**src/rtl/fft_stream_pkg.sv**
```systemverilog
// Shared types and widths for the FFT sample streaming path.
// Holds the reader state encoding and default sample/level widths.
package fft_stream_pkg;

    typedef enum logic {
        IDLE   = 1'b0,
        STREAM = 1'b1
    } fft_state_e;

    localparam int FFT_SAMPLE_W = 16;
    localparam int FFT_LEVEL_W  = 14;
    localparam int SKID_DEPTH   = 3;

    function automatic int fft_max(input int a, input int b);
        return (a > b) ? a : b;
    endfunction

endpackage

```
**src/rtl/fft_axis_skid3.sv**
```systemverilog
// Three-entry register FIFO with a registered head; absorbs the sample FIFO
// read latency so the stream keeps one beat per clock under back-pressure.
module fft_axis_skid3
    import fft_stream_pkg::*;
#(
    parameter int WIDTH = FFT_SAMPLE_W
) (
    input  logic             clk,
    input  logic             rst_n,
    input  logic             wr_en,
    input  logic [WIDTH-1:0] wr_data,
    input  logic             rd_en,
    output logic [WIDTH-1:0] rd_data,
    output logic [1:0]       occ
);

    logic [WIDTH-1:0] mem_reg  [SKID_DEPTH];
    logic [WIDTH-1:0] mem_next [SKID_DEPTH];
    logic [1:0]       occ_reg;
    logic [1:0]       occ_next;
    logic [1:0]       wr_slot;
    logic             rd_ok;
    logic             wr_ok;

    assign rd_ok   = rd_en && (occ_reg != 2'd0);
    assign wr_ok   = wr_en && ((occ_reg != 2'd3) || rd_ok);
    // Entries shift toward the head on a read, so a simultaneous write lands one slot lower.
    assign wr_slot = rd_ok ? (occ_reg - 2'd1) : occ_reg;

    generate
        for (genvar gi = 0; gi < SKID_DEPTH; gi++) begin : g_entry
            logic [WIDTH-1:0] shift_in;
            if (gi < SKID_DEPTH - 1) begin : g_shift
                assign shift_in = mem_reg[gi+1];
            end else begin : g_last
                assign shift_in = mem_reg[gi];
            end
            assign mem_next[gi] = (wr_ok && (wr_slot == 2'(gi))) ? wr_data :
                                  rd_ok                           ? shift_in :
                                                                    mem_reg[gi];
        end
    endgenerate

    assign occ_next = occ_reg + {1'b0, wr_ok} - {1'b0, rd_ok};

    always_ff @(posedge clk or negedge rst_n) begin
        if (!rst_n) begin
            occ_reg <= 2'd0;
            for (int i = 0; i < SKID_DEPTH; i++) begin
                mem_reg[i] <= '0;
            end
        end else begin
            occ_reg <= occ_next;
            for (int i = 0; i < SKID_DEPTH; i++) begin
                mem_reg[i] <= mem_next[i];
            end
        end
    end

    assign rd_data = mem_reg[0];
    assign occ     = occ_reg;

endmodule

```
**src/rtl/fft_fifo_axis_reader.sv**
```systemverilog
// Drains fixed-length frames from the FFT sample FIFO onto an AXI-Stream
// master; a frame starts only once the FIFO already holds all of it.
module fft_fifo_axis_reader
    import fft_stream_pkg::*;
#(
    parameter int DATA_WIDTH  = FFT_SAMPLE_W,
    parameter int LEVEL_WIDTH = FFT_LEVEL_W,
    parameter int FRAME_LEN   = 1024
) (
    input  logic                    clk,
    input  logic                    rst_n,
    input  logic                    enable,
    output logic                    fifo_rd_en,
    input  logic [DATA_WIDTH-1:0]   fifo_rd_data,
    input  logic                    fifo_rd_empty,
    input  logic [LEVEL_WIDTH-1:0]  fifo_rd_water_level,
    output logic [2*DATA_WIDTH-1:0] m_axis_tdata,
    output logic                    m_axis_tvalid,
    input  logic                    m_axis_tready,
    output logic                    m_axis_tlast,
    output logic                    busy,
    output logic                    frame_done
);

    localparam int CNT_W = $clog2(FRAME_LEN + 1);
    localparam int CMP_W = fft_max(LEVEL_WIDTH, CNT_W) + 1;

    fft_state_e       state_reg;
    fft_state_e       state_next;
    logic [CNT_W-1:0] issued_reg;
    logic [CNT_W-1:0] accepted_reg;
    logic             inflight_reg;
    logic             frame_done_reg;

    logic [CMP_W-1:0] level_ext;
    logic             frame_ready;
    logic             launch;
    logic             frame_end;
    logic             beat;
    logic [1:0]       occ;
    logic [2:0]       pending;
    logic [DATA_WIDTH-1:0] head_data;

    assign level_ext   = CMP_W'(fifo_rd_water_level);
    assign frame_ready = level_ext >= CMP_W'(FRAME_LEN);
    assign beat        = m_axis_tvalid && m_axis_tready;
    assign pending     = {1'b0, occ} + {2'b00, inflight_reg};

    // Read enable depends only on registered state and the empty flag, never on tready.
    assign fifo_rd_en = (state_reg == STREAM) &&
                        (issued_reg < CNT_W'(FRAME_LEN)) &&
                        !fifo_rd_empty &&
                        (pending < 3'd3);

    always_comb begin
        state_next = state_reg;
        launch     = 1'b0;
        frame_end  = 1'b0;
        case (state_reg)
            IDLE: begin
                if (enable && frame_ready) begin
                    state_next = STREAM;
                    launch     = 1'b1;
                end
            end
            STREAM: begin
                if (beat && m_axis_tlast) begin
                    state_next = IDLE;
                    frame_end  = 1'b1;
                end
            end
            default: state_next = IDLE;
        endcase
    end

    always_ff @(posedge clk or negedge rst_n) begin
        if (!rst_n) begin
            state_reg <= IDLE;
        end else begin
            state_reg <= state_next;
        end
    end

    always_ff @(posedge clk or negedge rst_n) begin
        if (!rst_n) begin
            issued_reg     <= '0;
            accepted_reg   <= '0;
            inflight_reg   <= 1'b0;
            frame_done_reg <= 1'b0;
        end else begin
            if (launch) begin
                issued_reg   <= '0;
                accepted_reg <= '0;
            end else begin
                if (fifo_rd_en) begin
                    issued_reg <= issued_reg + CNT_W'(1);
                end
                if (beat) begin
                    accepted_reg <= accepted_reg + CNT_W'(1);
                end
            end
            inflight_reg   <= fifo_rd_en;
            frame_done_reg <= frame_end;
        end
    end

    // FIFO data is valid one cycle after the read, i.e. while inflight is set.
    fft_axis_skid3 #(
        .WIDTH (DATA_WIDTH)
    ) u_skid (
        .clk     (clk),
        .rst_n   (rst_n),
        .wr_en   (inflight_reg),
        .wr_data (fifo_rd_data),
        .rd_en   (beat),
        .rd_data (head_data),
        .occ     (occ)
    );

    assign m_axis_tvalid = (occ != 2'd0);
    assign m_axis_tdata  = {{DATA_WIDTH{1'b0}}, head_data};
    assign m_axis_tlast  = m_axis_tvalid && (accepted_reg == CNT_W'(FRAME_LEN - 1));
    assign busy          = (state_reg != IDLE);
    assign frame_done    = frame_done_reg;

endmodule
```
**config.mk**
```make
export PLATFORM = sky130hd
export DESIGN_NAME = fft_fifo_axis_reader
export DESIGN_NICKNAME = d
export VERILOG_FILES = /design/src/rtl/fft_stream_pkg.sv /design/src/rtl/fft_axis_skid3.sv /design/src/rtl/fft_fifo_axis_reader.sv
export SDC_FILE = /design/constraint.sdc
export NUM_CORES = 1
export LEC_CHECK = 0
export ABC_AREA = 0
export BUFFER_PORTS_ARGS = -buffer_cell sky130_fd_sc_hd__buf_2
export CORE_UTILIZATION = 55
export CTS_CLUSTER_DIAMETER = 40
export DETAILED_ROUTE_END_ITERATION = 8
export HOLD_SLACK_MARGIN = 0.1
export PLACE_DENSITY = 0.88
export SLEW_MARGIN = 0
export SYNTH_ARGS = -nofsm -noshare
export SYNTH_HDL_FRONTEND = slang
export SYNTH_SLANG_ARGS = --single-unit
```
**constraint.sdc**
```tcl
create_clock -name clk -period 2.5 [get_ports clk]
set_input_delay 0 -clock clk [delete_from_list [all_inputs] [get_ports clk]]
set_output_delay 0 -clock clk [all_outputs]
set_load 0.005 [all_outputs]
```
# Word level (Yosys, flattened, before mapping)
# Index checks and enable logic that the tools add are counted.
dict set report totals {
  ff_bits 75
  latchBits 0
  mem_bits_rw 0
  romBits 0
  inputBits 35
  out_inout_bits 37
  mem_count 0
}
dict set report op_classes {
  add_sub_neg 6
  multipliers 0
  n_div 0
  n_lt_le_gt_ge 3
  n_eq_ne 4
  shift 0
  n_mux 15
  n_bitwise 1
  n_reduce_logical 20
}
# op n
set op_table {}
lappend op_table {{$mux W16} 4}
lappend op_table {{$mux W11} 4}
lappend op_table {{$add A11 B1 Y11 const B} 2}
lappend op_table {{$ge A14 B11 Y1 const B} 1}
lappend op_table {{$logic_and A1 B1 Y1} 12}
lappend op_table {{$eq A11 B10 Y1 const B} 1}
lappend op_table {{$lt A11 B11 Y1 const B} 1}
lappend op_table {{$reduce_bool A2 Y1} 5}
lappend op_table {{$mux W1} 5}
lappend op_table {{$add A2 B1 Y3} 1}
lappend op_table {{$lt A3 B2 Y1 const B} 1}
lappend op_table {{$add A2 B1 Y2} 1}
lappend op_table {{$eq A2 B1 Y1 const B} 1}
lappend op_table {{$eq A2 B2 Y1 const B} 1}
lappend op_table {{$logic_not A2 Y1} 1}
lappend op_table {{$mux W2} 1}
lappend op_table {{$ne A2 B2 Y1 const B} 1}
lappend op_table {{$pmux W1 S2} 1}
lappend op_table {{$sub A2 B1 Y2} 1}
lappend op_table {{$sub A2 B1 Y2 const B} 1}
lappend op_table {{$logic_not A1 Y1} 1}
lappend op_table {{$logic_or A1 B1 Y1} 1}
lappend op_table {{$not A1 Y1} 1}

# Logic depth before layout (Yosys ltp)
# Gate-level depths: netlist of the first run.
dict set report logic_depth {
  ltp_word 7
  mapped_depth 12
}

# Cells and area by module
# A second synthesis of the first run with hierarchy kept.
dict set report hier_totals {
  cells_unflattened 301
  area_unflattened_um2 3953.8
}
# mod instances cells_each area_each_um2
set by_module_without_submodules {}
lappend by_module_without_submodules {fft_axis_skid3 1 157 2572.5}
lappend by_module_without_submodules {fft_fifo_axis_reader 1 144 1381.3}

# Worst setup path before layout of the first run
# OpenSTA, ideal clock, no wires.
dict set report synth_path {
  path_type {flip-flop to flip-flop}
  start {register u_skid.occ_reg[1] (netlist: u_skid.occ[1])}
  end {register u_skid.mem_reg (netlist bit u_skid.g_entry[1].shift_in[10])}
  setup_ns 0.127
  t_arrival_ns 2.177
  required_ns 2.373
  setup_slack_ns 0.196
  path_stages_with_launch 11
  path_buffers 2
  synth_period_minus_slack_ns 2.304
  path_cell_list {dfrtp_1 inv_1 ha_1 inv_2 nand2_2 inv_2 clkbuf_1 ha_1 nand3_4 buf_6 mux2_1}
}
dict set report synth_via {
  elab_chain_len 6
  elab_cells_between_ends 10
  cone_classes {add/sub: 1; eq/ne: 2; mux: 1; reduce/logical: 6}
}
# element line_no
set synth_lines {}
lappend synth_lines {{start: declaration} fft_axis_skid3.sv:19} ;# logic [1:0] occ_reg;
lappend synth_lines {{start signal: assignment} fft_axis_skid3.sv:53} ;# occ_reg <= occ_next;
lappend synth_lines {{$reduce_bool A2 Y1 (*)} fft_fifo_axis_reader.sv:120} ;# assign m_axis_tvalid = (occ != 2'd0);
lappend synth_lines {{via m_axis_tvalid} fft_fifo_axis_reader.sv:18} ;# output logic m_axis_tvalid,
lappend synth_lines {{$logic_and A1 B1 Y1} fft_fifo_axis_reader.sv:46} ;# assign beat = m_axis_tvalid && m_axis_tready;
lappend synth_lines {{$logic_and A1 B1 Y1 (*)} fft_axis_skid3.sv:25} ;# assign rd_ok = rd_en && (occ_reg != 2'd0);
lappend synth_lines {{$mux W2 or $logic_or A1 B1 Y1 (tied branches)} {fft_axis_skid3.sv:28, fft_axis_skid3.sv:26}}
lappend synth_lines {{$eq A2 B2 Y1 or $logic_and A1 B1 Y1 (tied branches)} {fft_axis_skid3.sv:38, fft_axis_skid3.sv:26}}
lappend synth_lines {{$logic_and A1 B1 Y1 (*)} fft_axis_skid3.sv:38} ;# assign mem_next[gi] = (wr_ok && (wr_slot == 2'(gi))) ? wr_data :
lappend synth_lines {{end signal: indexed assignment} fft_axis_skid3.sv:55} ;# mem_reg[i] <= mem_next[i];
lappend synth_lines {{end: declaration} fft_axis_skid3.sv:17} ;# logic [WIDTH-1:0] mem_reg [SKID_DEPTH];
# The timed path passes the listed nets; every way through them passes the cells marked *.
# A chain may end at the register's enable or synchronous reset.

# Final worst setup path of the first run
dict set report layout_path {
  start {register u_skid.occ_reg[1] (netlist: u_skid.occ[1])}
  end {register u_skid.mem_reg (netlist bit u_skid.rd_data[14])}
}
dict set report layout_via {
  elab_chain_len 7
  elab_cells_between_ends 12
  cone_classes {add/sub: 1; eq/ne: 1; mux: 2; reduce/logical: 8}
}
# element
set layout_lines {}
lappend layout_lines {{branches (longest 7 deep; another with $sub A2 B1 Y2)}}
# Several ways; the timed one is not identified.

==> results by stage, run 1 <==
Outcome:
- The flow ran to the end, and the final reports show no timing, DRC or antenna violations.

Final layout:
- The layout cell share with drive strength beyond 1 is 19.2%.
- After routing the design area is 4250 sq um.
- Cells fill 67.2% of the core in the end.
- The library cell used most frequently in the layout, excluding fill and tap cells, is sky130_fd_sc_hd__nand2_1.
- The register with the most flip-flops in the layout has 32 of them.
- In the layout the commonest cells are 76 x sky130_fd_sc_hd__nand2_1, 75 x sky130_fd_sc_hd__dfrtp_1, 52 x sky130_fd_sc_hd__nor2_1.
- In the final design database the tool counted 476 nets.
- For this run, the number of standard cells in the final layout without fillers is 515.
- The area overhead of the layout relative to synthesis is 18.5%.
- The final antenna diode count is 0.

Critical path:
- For the worst setup path, the data required time is 2770 ps.
- On the worst path, the slowest cell contributes a delay of 440 ps.
- The slowest stage of the critical path belongs to the cell sky130_fd_sc_hd__dfrtp_1.
- The type of origin of the critical path is a flop.
- STA classifies the critical path endpoint as a flop.
- The worst-case reg-to-reg path depth is 10.
- The critical path data arrival time is 2540 ps.
- The worst setup path is of the reg -> reg kind.
- The signal on the critical path passes through inv_1 -> ha_1 -> inv_2 -> nand2_2 -> inv_2 -> buf_4 -> o2111ai_2 -> buf_4 -> nor2_1 -> a31oi_1.
- Of all nets on the critical path, the largest fanout is 39.

Worst hold path:
- Counting instances, the worst hold path has a depth of 5.
- The worst min-delay path class is in -> reg.

Power and ir drop:
- For this design the static power due to leakage is 0.00204 uW.
- The power density over the cells is 1140 nW/um^2.
- The largest voltage drop on the vdd net is 686 uV.

Synth:
- The register bit count reported by yosys is 75.
- Dividing the synthesized area by the synthesized cell count gives 9.79 sq um.
- The cell area after synthesis is 3580 sq um.
- The post-synthesis cell type count is 42.
- After synthesis, flip-flops and latches occupy 52.4% of the total area.
- The count of warnings emitted by yosys is 0.
- The count of mapped cells out of synthesis is 366.

CTS:
- The number of hold buffers added after CTS was 20.
- Counting every sink on the clock net gives 75.
- The total number of H-tree levels is 3.
- Buffers inserted during clock tree synthesis total 9.
- TritonCTS built the clock tree.
- After clock tree synthesis, the clock-pin slew on the worst setup and hold paths is 90 ps.
- The tree is rooted in a sky130_fd_sc_hd__clkbuf_8.
- The clock insertion delay at the later pin of the skew report is 360 ps.
- The number of instances resized during post-cts repair is 0.
- The number of setup buffers added after CTS is 0.
- The clock tree buffer depth is 2.

Route:
- The DRC marker count from the first detailed-route iteration is 223.
- The ratio of routed vias to standard cells is 5.58.
- The average detailed-routed wire length per instance is 14.9 um.
- The first-pass iteration count of the detailed router is 4.
- Summed over all layers, the routed wires come to 7.67 mm.
- The detailed router placed 2873 vias in this run.
- The detail route stage leaves a number of antenna-violating nets equal to 0.
- The DRC violation count after routing is 0.

Placement:
- The worst slack at placement is 283 ps.
- Once placement finished, the instance area stood at 3840 sq um.
- In this run the tool buffered the top-level ports with 45 buffer cells.
- The number of cells after detailed placement is 479.
- The HPWL after detailed placement is 4.73 mm.
- The global placement routability congestion is 0.744.

Global routing:
- For this run, the total global-route usage over all layers was measured as 24.3%.
- The total overflow left after global routing is 0.
- Entering global routing, the biggest net connects 76 pins.
- The initial antenna violation count is 0.
- The wire length of the first global-routing pass is 12.2 mm.
- The number of global-route vias before repair was 2713.

STA:
- The smallest clock period supported by the final layout is computed as 2270 ps.
- The final number of max-transition violations was 0.
- Based on the critical path, the design can be clocked at up to 441 MHz.
- The final critical-path share of the clock period is 90.6%.
- The accumulated negative setup slack is 0 ps.
- At the pin with the least slew margin, the transition time is 914 ps.
- Setup repair after global routing left no endpoint under its margin.
- Setup violations remaining at the end of the flow were counted as 0.
- In the post-route analysis, the smallest setup slack over all paths is 234 ps.
- The clock skew after layout is 10.8 ps.
- The final count of hold timing violations is 0.
- Headroom to the max-slew limit came out at 39.1%.

Floorplanning:
- The width of the die is 82.7 um.
- The effective utilization at floorplan is 56.8%.
- The area enclosed by the die boundary is 6840 sq um.
- The floorplan step set the die height to 82.7 um.
- The row count is 29.
- The floorplan step defined a core boundary enclosing 6310 sq um.
- The I/O pin total is 72.

Flow run:
- The max-cap check violation count is 0.
==> where the power goes <==
group          internal, uW  switching, uW
Combinational           780           1010
Sequential             1730            332
Clock                   476            490
==> cell type report <==
cell class	count	area (sq um)
repair buffers	73	485
multi-input cells	267	1560
inverters	7	26.3
clock buffers	9	124
well taps	77	96.3
fillers	436	2070
clock inverters	7	81.3
flip-flops and latches	75	1880
==> metrics by stage <==
stage | hold WS, ps | total power, uW
CTS | 143 | 4800
floorplan | -296 | 3280
global placement | 249 | 3670
detailed placement | 254 | 3810
global route | 207 | 5180
finish | 156 | 4820
==> worst paths after layout <==
kind                               start                             to  slack, ps
min reg2reg                issued_reg[5]                  issued_reg[5]        490
min in group asynchronous          rst_n             u_skid.rd_data[11]        390
max reg2reg                u_skid.occ[1]             u_skid.rd_data[14]        230
min                        m_axis_tready                accepted_reg[8]        160
max in group asynchronous          rst_n  u_skid.g_entry[1].shift_in[0]       1500
max                        u_skid.occ[1]             u_skid.rd_data[14]        230
==> Yosys cell counts <==
library cell	n	area [sq um]
sky130_fd_sc_hd__conb_1	1	3.75
sky130_fd_sc_hd__o41a_1	1	11.3
sky130_fd_sc_hd__nor2b_1	1	6.26
sky130_fd_sc_hd__o2111ai_1	2	17.5
sky130_fd_sc_hd__dfrtp_1	75	1880
sky130_fd_sc_hd__ha_1	8	100
sky130_fd_sc_hd__o21ai_0	2	10.0
sky130_fd_sc_hd__a31oi_1	32	200
sky130_fd_sc_hd__a21boi_0	2	15.0
sky130_fd_sc_hd__o31ai_4	1	21.3
sky130_fd_sc_hd__xnor2_1	6	52.6
sky130_fd_sc_hd__or3_1	2	12.5
sky130_fd_sc_hd__and3_1	4	25.0
sky130_fd_sc_hd__inv_1	5	18.8
sky130_fd_sc_hd__mux2_2	6	67.6
sky130_fd_sc_hd__nand4_1	8	50.1
sky130_fd_sc_hd__and4_1	1	8.76
sky130_fd_sc_hd__nor2_1	52	195
sky130_fd_sc_hd__and2_1	2	12.5
sky130_fd_sc_hd__o31ai_1	1	7.51
sky130_fd_sc_hd__nor3_1	3	15.0
sky130_fd_sc_hd__nand2_1	76	285
sky130_fd_sc_hd__mux2_1	10	113
sky130_fd_sc_hd__buf_6	1	11.3
sky130_fd_sc_hd__o211ai_1	1	7.51
sky130_fd_sc_hd__nand2b_1	1	6.26
sky130_fd_sc_hd__nand3_1	5	25.0
sky130_fd_sc_hd__nand3_4	1	17.5
sky130_fd_sc_hd__buf_2	5	25.0
sky130_fd_sc_hd__a21oi_1	4	20.0
sky130_fd_sc_hd__inv_2	2	7.51
sky130_fd_sc_hd__nand3b_1	1	7.51
sky130_fd_sc_hd__or3b_1	1	8.76
sky130_fd_sc_hd__o21a_1	1	7.51
sky130_fd_sc_hd__buf_4	16	120
sky130_fd_sc_hd__clkbuf_1	10	37.5
sky130_fd_sc_hd__nand3_2	1	10.0
sky130_fd_sc_hd__xor2_1	11	96.3
sky130_fd_sc_hd__nand2_2	1	6.26
sky130_fd_sc_hd__mux2i_1	1	10.0
sky130_fd_sc_hd__nor4b_4	1	23.8
sky130_fd_sc_hd__and4b_1	1	10.0
==> metal layers <==
layer  vias to the layer above  share of wire [%]  global-route usage, %
met5                         -                  0                      0
li1                       1346                  -                      -
met3                        28                4.4                   3.96
met2                        97                 50                   39.3
met4                         0                3.5                   17.2
met1                      1402                 42                   29.6
==> critical path, delay by kind of cell (launching register included) <==
kind	cells	cell delay [ps]
AOI/OAI and AO/OA	2	450
buffers and inverters	5	880
and+or+nand+nor	2	180
DFF	1	440
adders and majority gates	1	240
==> logic make-up (layout without fill, tap and decap cells) <==
family          after synthesis  after routing  synth area share (%)
simple gates                162            162                  20.3
flops                        75             75                  52.4
compound gates               47             47                  8.87
buf+inv                      39             96                  6.15
xor+xnor                     17             17                  4.15
mux                          17             17                  5.31
fa+ha+maj                     8              8                  2.79
other cells                   1             16                 0.105
(Power assumes the default switching activity.)
==> inputs of run 2 (changes only) <==
- CORE_UTILIZATION: 55 -> 56
- SKIP_CTS_REPAIR_TIMING: default -> 1
- SYNTH_HIERARCHICAL: default -> 1
==> results by stage, run 2 <==
Outcome:
- The flow ran to the end, and the final reports show no timing, DRC or antenna violations.

Critical path:
- The endpoint of the worst-slack reg-to-reg timing path is u_skid/occ[1].
- For flop-to-flop paths, the worst setup slack is 140 ps.
- The worst setup path is of the reg -> reg kind.
- The worst reg2reg path startpoint is u_skid/occ[1].
- Measured in cells, the most critical reg-to-reg path has a length of 9.
- In this run the worst setup path terminates at u_skid/occ[1].
- The critical path data required time is 2760 ps.
- STA classifies the critical path endpoint as a flop.
- The type of origin of the critical path is a flop.
- STA puts the critical path data arrival time at 2620 ps.
- The startpoint of the most critical setup path is u_skid/occ[1].
- Along the worst path, the maximum fanout reaches 13.

Route:
- The routed layout has 2585 vias.
- Dividing the detail-routed wire length by the instance count gives 15.9 um.
- For this block, the initial DRC count from the detailed router was 121.
- The first-pass iteration count of the detailed router is 4.
- For this run, design rule violations remaining after detail routing come to 0.
- The total routed wirelength is 7.62 mm.
- In the routed layout, each cell is associated on average with a via count of 5.39.
- The post-detailed-route count of antenna-violating nets is 0.

Placement:
- At the end of routability-driven placement, the weighted congestion stood at 0.803.
- The port buffer count is 45.
- The instance area at placement is 4290 sq um.
- The HPWL after detailed placement is 4.73 mm.
- The worst slack at placement is 211 ps.

Flow run:
- The max-cap check violation count is 0.

Power and ir drop:
- The largest voltage drop on the vdd net is 715 uV.
- In this run the static leakage power is 0.00226 uW.
- Dividing total power by cell area gives a power density of 1180 nW/um^2.

Synth:
- After synthesis, the cell types taking the most area are sky130_fd_sc_hd__dfrtp_1 47%, sky130_fd_sc_hd__mux2_2 13%, sky130_fd_sc_hd__mux2_4 11%.
- Synthesis instantiated 41 different standard cells from the library.
- The register bit count reported by yosys is 75.
- The sequential-to-total area share from yosys stat is 47.5%.
- In the synthesized netlist the dominant register cell turns out to be sky130_fd_sc_hd__dfrtp_1.
- The synthesized design devotes to its leading area cell type 47.5% of total area.
- Counting instances in the post-synthesis netlist gives the leading cell types as 75 x sky130_fd_sc_hd__dfrtp_1, 44 x sky130_fd_sc_hd__mux2_2, 30 x sky130_fd_sc_hd__mux2_4.
- During synthesis, Yosys emitted a total of 6 warnings.
- In the post-synthesis netlist, the cell with the most instances is sky130_fd_sc_hd__dfrtp_1.
- The largest total area in the synthesized netlist belongs to sky130_fd_sc_hd__dfrtp_1.
- The count of mapped cells out of synthesis is 301.
- The post-synthesis average cell area is 13.1 sq um.
- The mapped netlist covers 3950 sq um.
- The number of enable-type register cells in the synthesized netlist is 0.
- The proportion of synthesized flip-flops having asynchronous set or reset is 100%.

STA:
- Setup violations remaining at the end of the flow were counted as 0.
- The final critical path takes up 94.4% of the cycle.
- On the final layout, the worst clock skew is 10.6 ps.
- The final count of hold timing violations is 0.
- In the final timing run, aggregate negative setup slack is 0 ps.
- Setup repair after global routing left no endpoint under its margin.
- At the pin with the least slew margin, the transition time is 751 ps.
- The final worst slack is 140 ps.
- The worst hold margin is 243 ps.
- Derived from the worst setup path, the maximum achievable clock frequency is 424 MHz.
- The final number of max-transition violations was 0.
- The final period demand of the worst path is 2360 ps.
- The max-slew headroom at the worst pin is 49.8%.

Final layout:
- The final antenna diode count is 0.
- The area overhead of the layout relative to synthesis is 18.8%.
- The layout cell share with drive strength beyond 1 is 40.6%.
- The number of flip-flops under the largest register name is 32.
- Leaving out fill and tap cells, the most frequent cells in the layout are 75 x sky130_fd_sc_hd__dfrtp_1, 45 x sky130_fd_sc_hd__buf_2, 44 x sky130_fd_sc_hd__mux2_2.
- Leaving out fill and tap cells, the most frequent cell in the layout is sky130_fd_sc_hd__dfrtp_1.
- The post-route standard cell area excluding fillers is 4700 sq um.
- The net total in the final layout is 422.

Global routing:
- The number of global-route vias before repair was 2559.
- The first global-routing pass estimated 12.2 mm of wire.
- Entering global routing, the biggest net connects 47 pins.
- The final global-route overflow total is 0.
- The all-layer global routing usage is 21.3%.
- The initial antenna violation count is 0.

CTS:
- The clock sink total is 75.
- At the later pin of the worst-skew pair, clock insertion delay measures 350 ps.
- The clock-pin slew of the registers on the worst-case setup and hold paths is 70 ps.
- The clock passes through at most 2 buffers.
- The total number of H-tree levels is 3.
- The clock tree root driver cell is sky130_fd_sc_hd__clkbuf_8.
- TritonCTS built the clock tree.
- The number of clock buffers added by TritonCTS is 9.

Floorplanning:
- During I/O placement, the number of pins put on the boundary was 72.
- The area enclosed by the die boundary is 7400 sq um.
- In this run the horizontal extent of the chip is 86.0 um.
- The effective utilization at floorplan is 58.2%.
- The row count is 30.
- The floorplan step defined a core boundary enclosing 6790 sq um.
- The vertical die dimension is 86.0 um.

Worst hold path:
- The worst min-delay path class is in -> async.
==> run 2: stage by stage <==
| stage | power (uW) | util, % | instances |
|---|---|---|---|
| 6_report | 5530 | 69.2 | 480 |
| 5_1_grt | 5890 | 69.2 | 480 |
| 4_1_cts | 5500 | 66.1 | 459 |
| 3_5_place_dp | 4530 | 63.1 | 443 |
| 3_3_place_gp | 4380 | 63.1 | 443 |
| 2_1_floorplan | 3940 | - | 316 |
==> run 2: cell type report <==
cell class | instances | area [sq um]
Timing Repair Buffer | 76 | 548
Inverter | 7 | 27.5
Clock buffer | 11 | 141
Multi-Input combinational cell | 210 | 1920
Fill cell | 461 | 2100
Sequential cell | 75 | 1880
Clock inverter | 5 | 60.1
Tap cell | 96 | 120
==> run 2: cell families after synthesis <==
logic type / count (synthesis) / share of synthesized area [%]
AO/OA/AOI/OAI: 13 / 3.51
adder cells (fa/ha/maj): 8 / 2.53
buffers and inverters: 31 / 5.28
multiplexers: 80 / 25.6
other: 1 / 0.0948
flip-flops: 75 / 47.5
AND/OR/NAND/NOR: 74 / 11.3
XOR/XNOR: 19 / 4.21
==> run 2: layer usage <==
layer / global-route usage, % / wire, um
met5: 0 / 0
met4: 4.55 / 31
met3: 7.12 / 341
met2: 37.0 / 3960
met1: 25.8 / 3290
==> run 2: how the worst min path moves through the flow <==
| stage | end | slack (ps) | cells after the start | start |
|---|---|---|---|---|
| after floorplan | accepted_reg[0] | -300 | 0 | rst_n |
| after global placement | accepted_reg[7] | 80 | 1 | rst_n |
| after detailed placement | accepted_reg[7] | 80 | 1 | rst_n |
| after CTS | accepted_reg[5] | -300 | 1 | rst_n |
| after global routing | busy | 280 | 2 | rst_n |
| final | accepted_reg[5] | 240 | 2 | rst_n |
==> run 2: worst max-delay path: stages, from the launching register on <==
cell and delay (ps):
sky130_fd_sc_hd__dfrtp_1 510, sky130_fd_sc_hd__o21ai_1 260, sky130_fd_sc_hd__clkinv_2 210, sky130_fd_sc_hd__nand2b_4 290, sky130_fd_sc_hd__inv_2 160, sky130_fd_sc_hd__ha_1 320, sky130_fd_sc_hd__inv_1 40, sky130_fd_sc_hd__ha_1 180
sky130_fd_sc_hd__xnor2_1 170, sky130_fd_sc_hd__xnor2_1 140
==> run 2: where the power goes <==
group / internal [uW] / switching [uW] / total, uW
sequential: 1740 / 366 / 2100
clock: 492 / 446 / 939
combinational: 1510 / 978 / 2490
==> inputs of run 3 (changes only) <==
- clock period: 2.5 -> 2.7 ns (I/O delays scaled with it)
==> results by stage, run 3 (synthesized netlist as in run 2, its figures left out) <==
STA:
- The final period demand of the worst path is 2410 ps.
- The final number of max-transition violations was 0.
- The number of endpoints failing setup at the final stage is 0.
- For the pin with the worst max-slew slack, the measured transition is 923 ps.
- The final count of hold timing violations is 0.
- The worst hold margin is 331 ps.
- On the final layout, the worst clock skew is 6.04 ps.
- The worst path uses 89.2% of the clock period.
- Setup repair after global routing left no endpoint under its margin.
- In the post-route analysis, the smallest setup slack over all paths is 291 ps.
- The accumulated negative setup slack is 0 ps.
- The achievable clock frequency is 415 MHz.
- Measured against its own limit, the worst slew margin works out to 38.4%.

Final layout:
- The area overhead of the layout relative to synthesis is 18.9%.
- The post-route standard cell area excluding fillers is 4700 sq um.
- 0 antenna diodes ended up in the layout.
- The library cells used most frequently in the layout, excluding fill and tap cells, are 75 x sky130_fd_sc_hd__dfrtp_1, 44 x sky130_fd_sc_hd__buf_2, 44 x sky130_fd_sc_hd__mux2_2.
- The most common library cell in the layout ignoring fill and taps is sky130_fd_sc_hd__dfrtp_1.
- In the final layout, the share of cells above drive strength 1 is 40.4%.
- Counting the fill cells in the layout gives 477.
- The net total in the final layout is 422.
- The number of flip-flops under the largest register name is 32.

CTS:
- In this run the deepest clock path goes through 2 buffers.
- TritonCTS built the clock tree.
- The total number of H-tree levels is 3.
- The clock-pin slew of the registers on the worst-case setup and hold paths is 80 ps.
- The clock insertion delay at the later pin of the skew report is 350 ps.
- Clock tree synthesis selected as its root buffer the cell sky130_fd_sc_hd__clkbuf_8.
- In this run, CTS created clock tree buffers numbering 9.
- The clock drives 75 sinks.

Power and ir drop:
- The leakage power is 0.00226 uW.
- Dividing total power by cell area gives a power density of 1110 nW/um^2.
- The largest voltage drop on the vdd net is 669 uV.

Floorplanning:
- The vertical die dimension is 86.0 um.
- The row count is 30.
- The area enclosed by the die boundary is 7400 sq um.
- The effective utilization at floorplan is 58.2%.
- The I/O pin total is 72.
- The die is 86.0 um wide.
- The core region area is 6790 sq um.

Critical path:
- The critical path start-end classification is reg -> reg.
- STA classifies the critical path startpoint as a flop.
- The maximum fanout along the worst path is 11.
- For the worst setup path, the data arrival time is 2680 ps.
- The critical path contains buffers and inverters numbering 3 combined.
- The slowest cell on the critical path is sky130_fd_sc_hd__dfrtp_1.
- The kind of capture point of the worst setup path is a flop.
- At the worst endpoint, the required time is 2970 ps.
- On the worst path, the slowest cell contributes a delay of 390 ps.
- The top cell family by delay on the critical path is adder cells.
- Walking the worst path, the cells encountered are o21ai_1 -> clkinv_1 -> nand2b_4 -> inv_2 -> ha_1 -> inv_1 -> ha_1 -> xnor2_1 -> xnor2_1.

Route:
- The DRC marker count from the first detailed-route iteration is 112.
- The total routed wirelength is 7.53 mm.
- In the final routed layout, each cell accounts on average for 15.7 um.
- The post-detailed-route count of antenna-violating nets is 0.
- The vias after detailed routing is 2477.
- The pre-antenna-repair detailed-routing pass consisted of 4 iterations.
- For this run, design rule violations remaining after detail routing come to 0.
- The ratio of routed vias to standard cells is 5.16.

Global routing:
- The initial antenna violation count is 0.
- The maximum number of pins on one net before global-route repair is 76.
- The wire length of the first global-routing pass is 12.2 mm.
- Summed over all layers, the global routing overflow is 0.
- Across every metal layer, demand over resource in global routing totals 22.0%.
- The number of global-route vias before repair is 2587.

Outcome:
- The run finished with clean final reports.

Placement:
- Timing analysis after detailed placement gives a worst setup slack of 326 ps.
- The port buffer count is 45.
- After detailed placement, the total cell area comes to 4260 sq um.
- Routability-driven placement finished with a final weighted congestion of 0.762.
- The HPWL after detailed placement is 4.86 mm.

Worst hold path:
- The worst min-delay path class is in -> async.

Flow run:
- The max-cap check violation count is 0.
run 3: report_power, final:
group	leakage, uW	internal [uW]	switching, uW
combinational	0.00122	1390	922
sequential	0.000927	1610	318
clock	0.000113	570	405
run 3: metal layers:
layer / vias up / track usage [%] / share of wire [%]
met1: 1216 / 25.9 / 44
met2: 55 / 37.8 / 50
li1: 1191 / - / -
met4: 0 / 10.3 / 2.4
met5: - / 0 / 0
met3: 15 / 5.49 / 3.0
run 3: worst paths after layout:
path	endpoint	from	slack [ps]	cells past startpoint
max	u_skid/occ[1]	u_skid/occ[0]	290	9
min	accepted_reg[9]	rst_n	330	2
max reg2reg	u_skid/occ[1]	u_skid/occ[0]	290	9
min reg2reg	u_skid/g_entry[1].shift_in[1]	u_skid/g_entry[1].shift_in[1]	500	1
max in group asynchronous	u_skid/g_entry[1].shift_in[0]	rst_n	1770	2
min in group clk	issued_reg[2]	enable	340	5
run 3: cell type report:
class                           count  area, sq um  share of cell area [%]
Clock buffer                       12          155                    3.30
Clock inverter                      4         72.6                    1.54
Inverter                            7         26.3                   0.559
Multi-Input combinational cell    210         1920                    40.9
Sequential cell                    75         1880                    39.9
Tap cell                           96          120                    2.56
Timing Repair Buffer               76          526                    11.2
run 3: worst register-to-register path: cells and delay by family (launching register included):
kind	cells	cell delay, ps
flops	1	390
xor+xnor	2	370
fa+ha+maj	2	490
simple gates	1	230
compound gates	1	370
buf+inv	3	480
run 3: stage by stage:
step           total power [uW]  utilization [%]  std cells
2_1_floorplan              3640                -        316
3_3_place_gp               4040             62.7        443
3_5_place_dp               4200             62.7        443
4_1_cts                    5220             66.1        459
5_1_grt                    5530             69.2        480
6_report                   5210             69.2        480
